## src/rtl/tl_rx_fc_credit_ctrl_pkg.sv

```systemverilog
// Shared definitions for the TL RX flow-control credit controller:
// type and scale encodings, granule shifts and the scheduler state type.
package tl_rx_fc_pkg;

  localparam logic [1:0] FC_P   = 2'd0;
  localparam logic [1:0] FC_NP  = 2'd1;
  localparam logic [1:0] FC_CPL = 2'd2;

  localparam logic [1:0] SCALE_NONE = 2'b00;
  localparam logic [1:0] SCALE_1    = 2'b01;
  localparam logic [1:0] SCALE_4    = 2'b10;
  localparam logic [1:0] SCALE_16   = 2'b11;

  // data granule = 4/16/64 DW
  localparam logic [2:0] DATA_SHIFT_S1  = 3'd2;
  localparam logic [2:0] DATA_SHIFT_S4  = 3'd4;
  localparam logic [2:0] DATA_SHIFT_S16 = 3'd6;

  // header granule = 1/4/16 headers
  localparam logic [2:0] HDR_SHIFT_S1  = 3'd0;
  localparam logic [2:0] HDR_SHIFT_S4  = 3'd2;
  localparam logic [2:0] HDR_SHIFT_S16 = 3'd4;

  typedef enum logic {
    ST_IDLE = 1'b0,
    ST_REQ  = 1'b1
  } upd_state_e;

  function automatic logic [2:0] data_shift(input logic [1:0] scale);
    case (scale)
      SCALE_4:  return DATA_SHIFT_S4;
      SCALE_16: return DATA_SHIFT_S16;
      default:  return DATA_SHIFT_S1;
    endcase
  endfunction

  function automatic logic [2:0] hdr_shift(input logic [1:0] scale);
    case (scale)
      SCALE_4:  return HDR_SHIFT_S4;
      SCALE_16: return HDR_SHIFT_S16;
      default:  return HDR_SHIFT_S1;
    endcase
  endfunction

endpackage

```

## src/rtl/tl_rx_fc_credit_ctrl_if.sv

```systemverilog
// UpdateFC request channel from the credit controller to the DLLP scheduler.
interface tl_rx_fc_credit_ctrl_if #(
  parameter int HDR_FIELD_W  = 12,
  parameter int DATA_FIELD_W = 16
) ();
  logic                    upd_valid;
  logic                    upd_ready;
  logic [1:0]              upd_type;
  logic [HDR_FIELD_W-1:0]  upd_hdr_fc;
  logic [DATA_FIELD_W-1:0] upd_data_fc;

  modport master (output upd_valid, upd_type, upd_hdr_fc, upd_data_fc,
                  input  upd_ready);
  modport slave  (input  upd_valid, upd_type, upd_hdr_fc, upd_data_fc,
                  output upd_ready);
endinterface

```

## src/rtl/tl_rx_fc_dw2cred.sv

```systemverilog
// DW count to data-credit conversion: ceil(dw / granule), granule set by scale.
module tl_rx_fc_dw2cred
  import tl_rx_fc_pkg::*;
#(
  parameter int PAYLOAD_LENGTH = 10
) (
  input  logic [1:0]                scale,
  input  logic [PAYLOAD_LENGTH-1:0] dw,
  output logic [PAYLOAD_LENGTH-1:0] creds
);
  localparam logic [PAYLOAD_LENGTH:0] ONE = (PAYLOAD_LENGTH+1)'(1);

  logic [2:0]              shift;
  logic [PAYLOAD_LENGTH:0] rounded;

  // round up by adding granule-1 before shifting; 0 DW stays 0
  always_comb begin
    shift   = data_shift(scale);
    rounded = {1'b0, dw} + ((ONE << shift) - ONE);
    creds   = PAYLOAD_LENGTH'(rounded >> shift);
  end
endmodule

```

## src/rtl/tl_rx_fc_credit_ctrl.sv

```systemverilog
// Receive-side FC credit controller: per-type allocated/received counters,
// overflow detection and round-robin UpdateFC scheduling.
// Optional macro TL_RX_FC_UPD_TIMER_EN adds a periodic forced re-advertise.
//
// state   | meaning
// IDLE    | no request outstanding; pick next pending type round-robin
// REQ     | upd_valid high, latched fields held until upd_ready
module tl_rx_fc_credit_ctrl
  import tl_rx_fc_pkg::*;
#(
  parameter int NUM_TYPES        = 3,
  parameter int PAYLOAD_LENGTH   = 10,
  parameter int HDR_FIELD_W      = 12,
  parameter int DATA_FIELD_W     = 16,
  parameter int HDR_INIT_CREDS   = 32,
  parameter int DATA_INIT_CREDS  = 256,
  parameter int UPD_THRESH       = 8,
  parameter int UPD_TIMER_CYCLES = 4096
) (
  input  logic                      clk,
  input  logic                      arst_n,
  input  logic [2*NUM_TYPES-1:0]    cfg_hdr_scale,
  input  logic [2*NUM_TYPES-1:0]    cfg_data_scale,
  input  logic                      rx_valid,
  input  logic [1:0]                rx_type,
  input  logic [PAYLOAD_LENGTH-1:0] rx_dw,
  input  logic                      rel_valid,
  input  logic [1:0]                rel_type,
  input  logic [PAYLOAD_LENGTH-1:0] rel_dw,
  tl_rx_fc_credit_ctrl_if.master    upd,
  output logic                      overflow_err,
  output logic [1:0]                err_type
);
  localparam logic [HDR_FIELD_W-1:0]  HDR_INIT    = HDR_FIELD_W'(HDR_INIT_CREDS);
  localparam logic [DATA_FIELD_W-1:0] DATA_INIT   = DATA_FIELD_W'(DATA_INIT_CREDS);
  localparam logic [HDR_FIELD_W-1:0]  HDR_ONE     = HDR_FIELD_W'(1);
  localparam logic [HDR_FIELD_W-1:0]  HDR_THRESH  = HDR_FIELD_W'(UPD_THRESH);
  localparam logic [DATA_FIELD_W-1:0] DATA_THRESH = DATA_FIELD_W'(UPD_THRESH);

  logic [1:0]                rx_dscale, rel_dscale;
  logic [PAYLOAD_LENGTH-1:0] rx_creds, rel_creds;
  logic [3:0]                hdr_mask [NUM_TYPES];

  logic [HDR_FIELD_W-1:0]  alloc_hdr [NUM_TYPES], alloc_hdr_nxt [NUM_TYPES];
  logic [DATA_FIELD_W-1:0] alloc_data[NUM_TYPES], alloc_data_nxt[NUM_TYPES];
  logic [HDR_FIELD_W-1:0]  recv_hdr  [NUM_TYPES], recv_hdr_nxt  [NUM_TYPES];
  logic [DATA_FIELD_W-1:0] recv_data [NUM_TYPES], recv_data_nxt [NUM_TYPES];
  logic [3:0]              rel_res   [NUM_TYPES], rel_res_nxt   [NUM_TYPES];
  logic [3:0]              rx_res    [NUM_TYPES], rx_res_nxt    [NUM_TYPES];
  logic [HDR_FIELD_W-1:0]  adv_hdr   [NUM_TYPES];
  logic [DATA_FIELD_W-1:0] adv_data  [NUM_TYPES];

  logic [HDR_FIELD_W-1:0]  hdr_room;
  logic [DATA_FIELD_W-1:0] data_room;
  logic                    ovf_nxt;

  logic [NUM_TYPES-1:0] pend, force_q;
  upd_state_e           state, state_nxt;
  logic [1:0]           grant, last_q;
  logic                 grant_found, hs;
  int                   rr_idx;

  // per-event scale selection and header granule masks
  always_comb begin
    rx_dscale  = '0;
    rel_dscale = '0;
    for (int t = 0; t < NUM_TYPES; t++) begin
      if (rx_type == 2'(t))  rx_dscale  = cfg_data_scale[2*t +: 2];
      if (rel_type == 2'(t)) rel_dscale = cfg_data_scale[2*t +: 2];
      hdr_mask[t] = (4'd1 << hdr_shift(cfg_hdr_scale[2*t +: 2])) - 4'd1;
    end
  end

  tl_rx_fc_dw2cred #(.PAYLOAD_LENGTH(PAYLOAD_LENGTH)) u_rx_cvt (
    .scale(rx_dscale), .dw(rx_dw), .creds(rx_creds));

  tl_rx_fc_dw2cred #(.PAYLOAD_LENGTH(PAYLOAD_LENGTH)) u_rel_cvt (
    .scale(rel_dscale), .dw(rel_dw), .creds(rel_creds));

  // next counter values; header advances when the residue wraps
  always_comb begin
    for (int t = 0; t < NUM_TYPES; t++) begin
      alloc_hdr_nxt[t]  = alloc_hdr[t];
      alloc_data_nxt[t] = alloc_data[t];
      recv_hdr_nxt[t]   = recv_hdr[t];
      recv_data_nxt[t]  = recv_data[t];
      rel_res_nxt[t]    = rel_res[t];
      rx_res_nxt[t]     = rx_res[t];
      if (rel_valid && rel_type == 2'(t)) begin
        if (rel_res[t] == hdr_mask[t]) begin
          rel_res_nxt[t]   = '0;
          alloc_hdr_nxt[t] = alloc_hdr[t] + HDR_ONE;
        end else begin
          rel_res_nxt[t] = rel_res[t] + 4'd1;
        end
        alloc_data_nxt[t] = alloc_data[t] + DATA_FIELD_W'(rel_creds);
      end
      if (rx_valid && rx_type == 2'(t)) begin
        if (rx_res[t] == hdr_mask[t]) begin
          rx_res_nxt[t]   = '0;
          recv_hdr_nxt[t] = recv_hdr[t] + HDR_ONE;
        end else begin
          rx_res_nxt[t] = rx_res[t] + 4'd1;
        end
        recv_data_nxt[t] = recv_data[t] + DATA_FIELD_W'(rx_creds);
      end
    end
  end

  // overflow: post-update room has gone "negative" (MSB set)
  always_comb begin
    ovf_nxt   = 1'b0;
    hdr_room  = '0;
    data_room = '0;
    for (int t = 0; t < NUM_TYPES; t++) begin
      if (rx_valid && rx_type == 2'(t)) begin
        hdr_room  = alloc_hdr_nxt[t] - recv_hdr_nxt[t];
        data_room = alloc_data_nxt[t] - recv_data_nxt[t];
        ovf_nxt   = hdr_room[HDR_FIELD_W-1] | data_room[DATA_FIELD_W-1];
      end
    end
  end

  // counter registers; advertised copy taken on handshake
  always_ff @(posedge clk or negedge arst_n) begin
    if (!arst_n) begin
      for (int t = 0; t < NUM_TYPES; t++) begin
        alloc_hdr[t]  <= HDR_INIT;
        alloc_data[t] <= DATA_INIT;
        recv_hdr[t]   <= '0;
        recv_data[t]  <= '0;
        rel_res[t]    <= '0;
        rx_res[t]     <= '0;
        adv_hdr[t]    <= HDR_INIT;
        adv_data[t]   <= DATA_INIT;
      end
    end else begin
      for (int t = 0; t < NUM_TYPES; t++) begin
        alloc_hdr[t]  <= alloc_hdr_nxt[t];
        alloc_data[t] <= alloc_data_nxt[t];
        recv_hdr[t]   <= recv_hdr_nxt[t];
        recv_data[t]  <= recv_data_nxt[t];
        rel_res[t]    <= rel_res_nxt[t];
        rx_res[t]     <= rx_res_nxt[t];
      end
      if (hs) begin
        adv_hdr[upd.upd_type]  <= upd.upd_hdr_fc;
        adv_data[upd.upd_type] <= upd.upd_data_fc;
      end
    end
  end

  // overflow pulse register
  always_ff @(posedge clk or negedge arst_n) begin
    if (!arst_n) begin
      overflow_err <= 1'b0;
      err_type     <= '0;
    end else begin
      overflow_err <= ovf_nxt;
      if (ovf_nxt) err_type <= rx_type;
    end
  end

  // a type needs an UpdateFC once its un-advertised increment reaches threshold
  always_comb begin
    for (int t = 0; t < NUM_TYPES; t++) begin
      pend[t] = ((alloc_hdr[t] - adv_hdr[t]) >= HDR_THRESH) ||
                ((alloc_data[t] - adv_data[t]) >= DATA_THRESH) || force_q[t];
    end
  end

`ifdef TL_RX_FC_UPD_TIMER_EN
  localparam int TMR_W = (UPD_TIMER_CYCLES > 1) ? $clog2(UPD_TIMER_CYCLES) : 1;
  localparam logic [TMR_W-1:0] TMR_LOAD = TMR_W'(UPD_TIMER_CYCLES - 1);

  logic [TMR_W-1:0]     tmr_q;
  logic                 tmr_exp;
  logic [NUM_TYPES-1:0] clr_mask;

  assign tmr_exp  = (tmr_q == '0);
  assign clr_mask = hs ? (NUM_TYPES'(1) << upd.upd_type) : '0;

  // periodic timer; expiry forces a re-advertise of every type
  always_ff @(posedge clk or negedge arst_n) begin
    if (!arst_n) begin
      tmr_q   <= TMR_LOAD;
      force_q <= '0;
    end else begin
      tmr_q   <= tmr_exp ? TMR_LOAD : tmr_q - TMR_W'(1);
      force_q <= tmr_exp ? '1 : (force_q & ~clr_mask);
    end
  end
`else
  assign force_q = '0;
`endif

  assign hs            = upd.upd_valid && upd.upd_ready;
  assign upd.upd_valid = (state == ST_REQ);

  // scheduler state register
  always_ff @(posedge clk or negedge arst_n) begin
    if (!arst_n) state <= ST_IDLE;
    else         state <= state_nxt;
  end

  // round-robin grant starting after the last served type, next state
  always_comb begin
    state_nxt   = state;
    grant       = '0;
    grant_found = 1'b0;
    rr_idx      = 0;
    for (int k = 1; k <= NUM_TYPES; k++) begin
      rr_idx = (int'(last_q) + k) % NUM_TYPES;
      if (!grant_found && pend[rr_idx]) begin
        grant_found = 1'b1;
        grant       = 2'(rr_idx);
      end
    end
    case (state)
      ST_IDLE: if (grant_found)   state_nxt = ST_REQ;
      ST_REQ:  if (upd.upd_ready) state_nxt = ST_IDLE;
      default: state_nxt = ST_IDLE;
    endcase
  end

  // request fields are captured on entry to REQ and held through any stall
  always_ff @(posedge clk or negedge arst_n) begin
    if (!arst_n) begin
      upd.upd_type    <= '0;
      upd.upd_hdr_fc  <= '0;
      upd.upd_data_fc <= '0;
      last_q          <= FC_CPL;
    end else if (state == ST_IDLE && grant_found) begin
      upd.upd_type    <= grant;
      upd.upd_hdr_fc  <= alloc_hdr[grant];
      upd.upd_data_fc <= alloc_data[grant];
      last_q          <= grant;
    end
  end
endmodule
```

## src/flat_wrapper.sv

```systemverilog
// flat-port wrapper written by rule: the top's interface ports become plain ports
module tl_rx_fc_credit_ctrl_flat import tl_rx_fc_pkg::*;
#(
  parameter int NUM_TYPES        = 3,
  parameter int PAYLOAD_LENGTH   = 10,
  parameter int HDR_FIELD_W      = 12,
  parameter int DATA_FIELD_W     = 16,
  parameter int HDR_INIT_CREDS   = 32,
  parameter int DATA_INIT_CREDS  = 256,
  parameter int UPD_THRESH       = 8,
  parameter int UPD_TIMER_CYCLES = 4096
)
  (clk, arst_n, cfg_hdr_scale, cfg_data_scale, rx_valid, rx_type, rx_dw, rel_valid, rel_type, rel_dw, overflow_err, err_type, upd_upd_valid, upd_upd_type, upd_upd_hdr_fc, upd_upd_data_fc, upd_upd_ready);
  tl_rx_fc_credit_ctrl_if #(.HDR_FIELD_W(HDR_FIELD_W), .DATA_FIELD_W(DATA_FIELD_W)) upd_i ();
  input  logic clk;
  input  logic arst_n;
  input  logic [2*NUM_TYPES-1:0] cfg_hdr_scale;
  input  logic [2*NUM_TYPES-1:0] cfg_data_scale;
  input  logic rx_valid;
  input  logic [1:0] rx_type;
  input  logic [PAYLOAD_LENGTH-1:0] rx_dw;
  input  logic rel_valid;
  input  logic [1:0] rel_type;
  input  logic [PAYLOAD_LENGTH-1:0] rel_dw;
  output logic overflow_err;
  output logic [1:0] err_type;
  output wire logic [$bits(upd_i.upd_valid)-1:0] upd_upd_valid;
  output wire logic [$bits(upd_i.upd_type)-1:0] upd_upd_type;
  output wire logic [$bits(upd_i.upd_hdr_fc)-1:0] upd_upd_hdr_fc;
  output wire logic [$bits(upd_i.upd_data_fc)-1:0] upd_upd_data_fc;
  input wire logic [$bits(upd_i.upd_ready)-1:0] upd_upd_ready;
  assign upd_upd_valid = upd_i.upd_valid;
  assign upd_upd_type = upd_i.upd_type;
  assign upd_upd_hdr_fc = upd_i.upd_hdr_fc;
  assign upd_upd_data_fc = upd_i.upd_data_fc;
  assign upd_i.upd_ready = upd_upd_ready;
  tl_rx_fc_credit_ctrl #(.NUM_TYPES(NUM_TYPES), .PAYLOAD_LENGTH(PAYLOAD_LENGTH), .HDR_FIELD_W(HDR_FIELD_W), .DATA_FIELD_W(DATA_FIELD_W), .HDR_INIT_CREDS(HDR_INIT_CREDS), .DATA_INIT_CREDS(DATA_INIT_CREDS), .UPD_THRESH(UPD_THRESH), .UPD_TIMER_CYCLES(UPD_TIMER_CYCLES)) u_core (.clk(clk), .arst_n(arst_n), .cfg_hdr_scale(cfg_hdr_scale), .cfg_data_scale(cfg_data_scale), .rx_valid(rx_valid), .rx_type(rx_type), .rx_dw(rx_dw), .rel_valid(rel_valid), .rel_type(rel_type), .rel_dw(rel_dw), .upd(upd_i), .overflow_err(overflow_err), .err_type(err_type));
endmodule
```

## config.mk

```make
export PLATFORM = sky130hd
export DESIGN_NAME = tl_rx_fc_credit_ctrl_flat
export DESIGN_NICKNAME = d
export VERILOG_FILES = /design/src/rtl/tl_rx_fc_credit_ctrl_pkg.sv /design/src/rtl/tl_rx_fc_credit_ctrl_if.sv /design/src/rtl/tl_rx_fc_dw2cred.sv /design/src/rtl/tl_rx_fc_credit_ctrl.sv /design/src/flat_wrapper.sv
export SDC_FILE = /design/constraint.sdc
export NUM_CORES = 1
export LEC_CHECK = 0
export CAP_MARGIN = 40
export CELL_PAD_IN_SITES_DETAIL_PLACEMENT = 0
export CELL_PAD_IN_SITES_GLOBAL_PLACEMENT = 1
export CORE_MARGIN = 2
export CORE_UTILIZATION = 49
export CTS_CLUSTER_SIZE = 30
export DETAILED_ROUTE_END_ITERATION = 12
export GPL_TIMING_DRIVEN = 0
export PLACE_DENSITY = 0.88
export SYNTH_ARGS = -nofsm -noshare
export SYNTH_HDL_FRONTEND = slang
export SYNTH_SLANG_ARGS = --single-unit
export TNS_END_PERCENT = 100
```

## constraint.sdc

```tcl
create_clock -name clk -period 5.65 [get_ports clk]
set_input_delay 1.13 -clock clk [delete_from_list [all_inputs] [get_ports clk]]
set_output_delay 1.13 -clock clk [all_outputs]
set_load 0.03 [all_outputs]
```

==> flow_summary.ini <==
[floorplanning]
dieArea_sq_um = 49900
core_sq_um = 47600
ios = 75
die_w_um = 223
rows = 80
start_util_pct = 49.5
die_h_um = 223

[final_layout]
final_common_cell = inv_1
final_cell_mix = inv_1, dfrtp_1, nand2_1
n_antenna_cell = 0
syn_to_final_growth_pct = 20.5
num-nets-final = 3133
final_cells = 3473
fillCellCount = 4037
fin_util_pct = 59.6
post-route-cell-area_sq_um = 28400
layout-drive-gt1-share_pct = 18.4

[route]
finalWirelength_um = 72000
firstDrtPassIters = 6
antenna_left = 0
drtIter0Drc = 1378
viasPerCell = 5.92
wl_per_cell_um = 20.7
drc_errors = 0
via_count = 20600

[yosys]
ys_seq_area_share_pct = 33.1
synth_edf_count = 0
synthCells = 2623
synth_area_sq_um = 23600
ys_async_sr_fraction_pct = 100
ys_types = 95
syn_avg_cell_area_sq_um = 8.98
synth_ff_type = dfrtp_1
ys_ff_latch = 311
ys.warnings.count = 0

[setup_path]
crit_path_top_delay_cell = a21oi_4
worst_path_largest_cell_delay_ns = 0.33
r2r_start = u_core.rx_res[6]
crit_family = compound AO/OA/AOI/OAI gates
reg2regPathDepth = 19
crit_top_cell = a21o_1
crit_required_ns = 6.09
r2r_end = u_core.err_type[0]
cp.arrival_ns = 7.67
critPathMaxFanout = 4
worstPathBufferInverterCount = 4
worstSetupEndpointType = register
reg2reg_setup_slack_ns = 0.30
worst_setup_path_start_kind = input port
crit_type = input port to register

[clock_tree]
cts_inserted_buffers = 39
cts.reportedPaths.clkPinSlew_ns = 0.06
htree_levels = 2
clkSinkCount = 311
cts_hold_buf = 0
clkLatencyLatePin_ns = 0.57
cts_buffer_depth = 3
cts_tree = built
cts_root_buffer = clkbuf_16

[global_route]
grt_max_degree = 99
grt.total_usage_pct = 28.4
grt_pass1_wl_um = 111000
antenna_found_initial = 0
gr-total-overflow = 0
grt_pass1_vias = 20400

[sta]
maxSlewViolCount = 0
finalSetupViolCount = 3
setup_ws_ns = -1.58
tightest_slew_ns = 0.846
grt_setup_unrepaired = yes
maxSlewHeadroom_pct = 43.2
clock-skew-final_ns = 0.0250
fin_crit_sh_pct = 128
period_needed_ns = 7.23
max_freq_ghz = 0.138
hold_viol = 0

[placement]
place_area_sq_um = 25400
dp.cells = 3318
io_buffers = 70
place_hpwl_um = 54800
dp_slack_ns = -3.54
finalWeightedCongestion = 0.958

[run_status]
status = finished, violations left
failed_checks = setup timing

[power]
power_density_nw_per_um2 = 600
vdd_ir_drop_max_mv = 0.399
p_total_uw = 17000
p_leak_uw = 0.0131

[worst_hold_path]
holdCritPathClass = input port to async pin

[flow_run]
cap_viol_max_count = 0
==> logic make-up after synthesis <==
group,after synthesis,share of synthesized area (%)
other,1,0.0159
flip-flops,311,33.1
buffers and inverters,377,6.30
adder cells (fa/ha/maj),262,14.4
XOR/XNOR,191,7.31
AND/OR/NAND/NOR,733,15.0
multiplexers,107,4.98
AO/OA/AOI/OAI,641,19.0
==> worst reg2reg max path, stage by stage, from the launching register on <==
cell and delay [ns]:
dfrtp_1 0.43, nor3_1 0.20, o2111ai_1 0.14, a21oi_1 0.69, nand4_1 0.38, xnor2_1 0.27
inv_1 0.07, ha_1 0.29, a21o_1 0.18, a21o_1 0.16, a21o_1 0.17, a211oi_1 0.24
o21ai_0 0.21, a2111oi_0 0.34, nor3_1 0.13, xnor2_1 0.70, a21oi_4 0.23, buf_6 0.19
a21oi_2 0.12, o31ai_2 0.08
==> routing by layer <==
metal | vias to the layer above | GRT usage, % | part of all wire (%)
met4 | 0 | 15.4 | 5.9
li1 | 9697 | - | -
met3 | 200 | 3.60 | 5.0
met5 | - | 0 | 0
met2 | 595 | 46.7 | 46
met1 | 10100 | 36.6 | 43
==> final cells by class <==
cell class	count	area, sq um	area share [%]
plain buffers	63	394	1.39
clock buffers	61	1200	4.23
clock inverters	8	67.6	0.238
inverters	314	1180	4.17
multi-input cells	1940	15500	54.5
flip-flops and latches	311	7800	27.5
well taps	615	769	2.71
repair buffers	161	1500	5.30
==> per-stage QoR <==
| step | setup TNS, ns | hold slack, ns |
|---|---|---|
| 6_report | -4.70 | 0.476 |
| 5_1_grt | -6.09 | 0.504 |
| 4_1_cts | -5.10 | 0.480 |
| 3_5_place_dp | -66.08 | 0.469 |
| 3_3_place_gp | -3154.95 | 0.469 |
| 2_1_floorplan | -3.95 | 0.451 |
==> report_power, final <==
part / leakage [uW] / total, uW / internal, uW / switching, uW
sequential: 0.00394 / 4010 / 3020 / 992
clock: 0.000627 / 2520 / 1500 / 1020
combinational: 0.00854 / 10500 / 4490 / 6010
==> cell usage after synthesis, types with 15 or more instances <==
master    instances  area (sq um)
nand4_1          36           225
ha_1            248          3100
nand3_1          64           320
o31ai_1          20           150
o221ai_1         15           131
nor2_1          151           567
nand2b_1         19           119
mux2i_1          25           250
a21oi_1         137           686
xnor2_1         114           998
dfrtp_1         298          7460
o221ai_2         20           300
a211oi_1         16           120
nor2b_1          26           163
xor2_1           73           639
nand2_1         264           991
a32o_1           28           280
o22ai_1          18           113
a21boi_0         19           143
a21o_1           42           315
nor3_1           43           215
inv_1           314          1180
o21bai_1         19           143
o21a_1           49           368
clkbuf_1         36           135
o21ai_0         141           706
and3_1           33           206
mux2_2           82           923
==> state kept, by name (all words and copies together), names as in the netlist, 16 cells and up <==
name	flops
u_core.alloc_data	48
u_core.upd.upd_data_fc	16
u_core.recv_hdr	36
u_core.recv_data	48
u_core.alloc_hdr	36
u_core.adv_hdr	36
u_core.adv_data	48
==> timing repair <==
action                                 4_1_cts  5_1_grt
pin swaps                                   67      102
setup buffers                               52       34
resized for setup                          102      112
endpoints found under the hold margin        0        0
setup endpoints to repair                   52       34
==> how the worst max path moves through the flow <==
stage,start,end,cells after the start
detailed placement,cfg_data_scale[4],u_core.err_type[1],40
global route,rel_type[0],u_core.err_type[1],37
finish,rx_type[1],u_core.err_type[1],40
global placement,arst_n,u_core.rel_res[0],1
CTS,rel_type[0],u_core.err_type[1],39
floorplan,rx_type[1],u_core.err_type[1],39
Power figures use the tool's default switching activity.
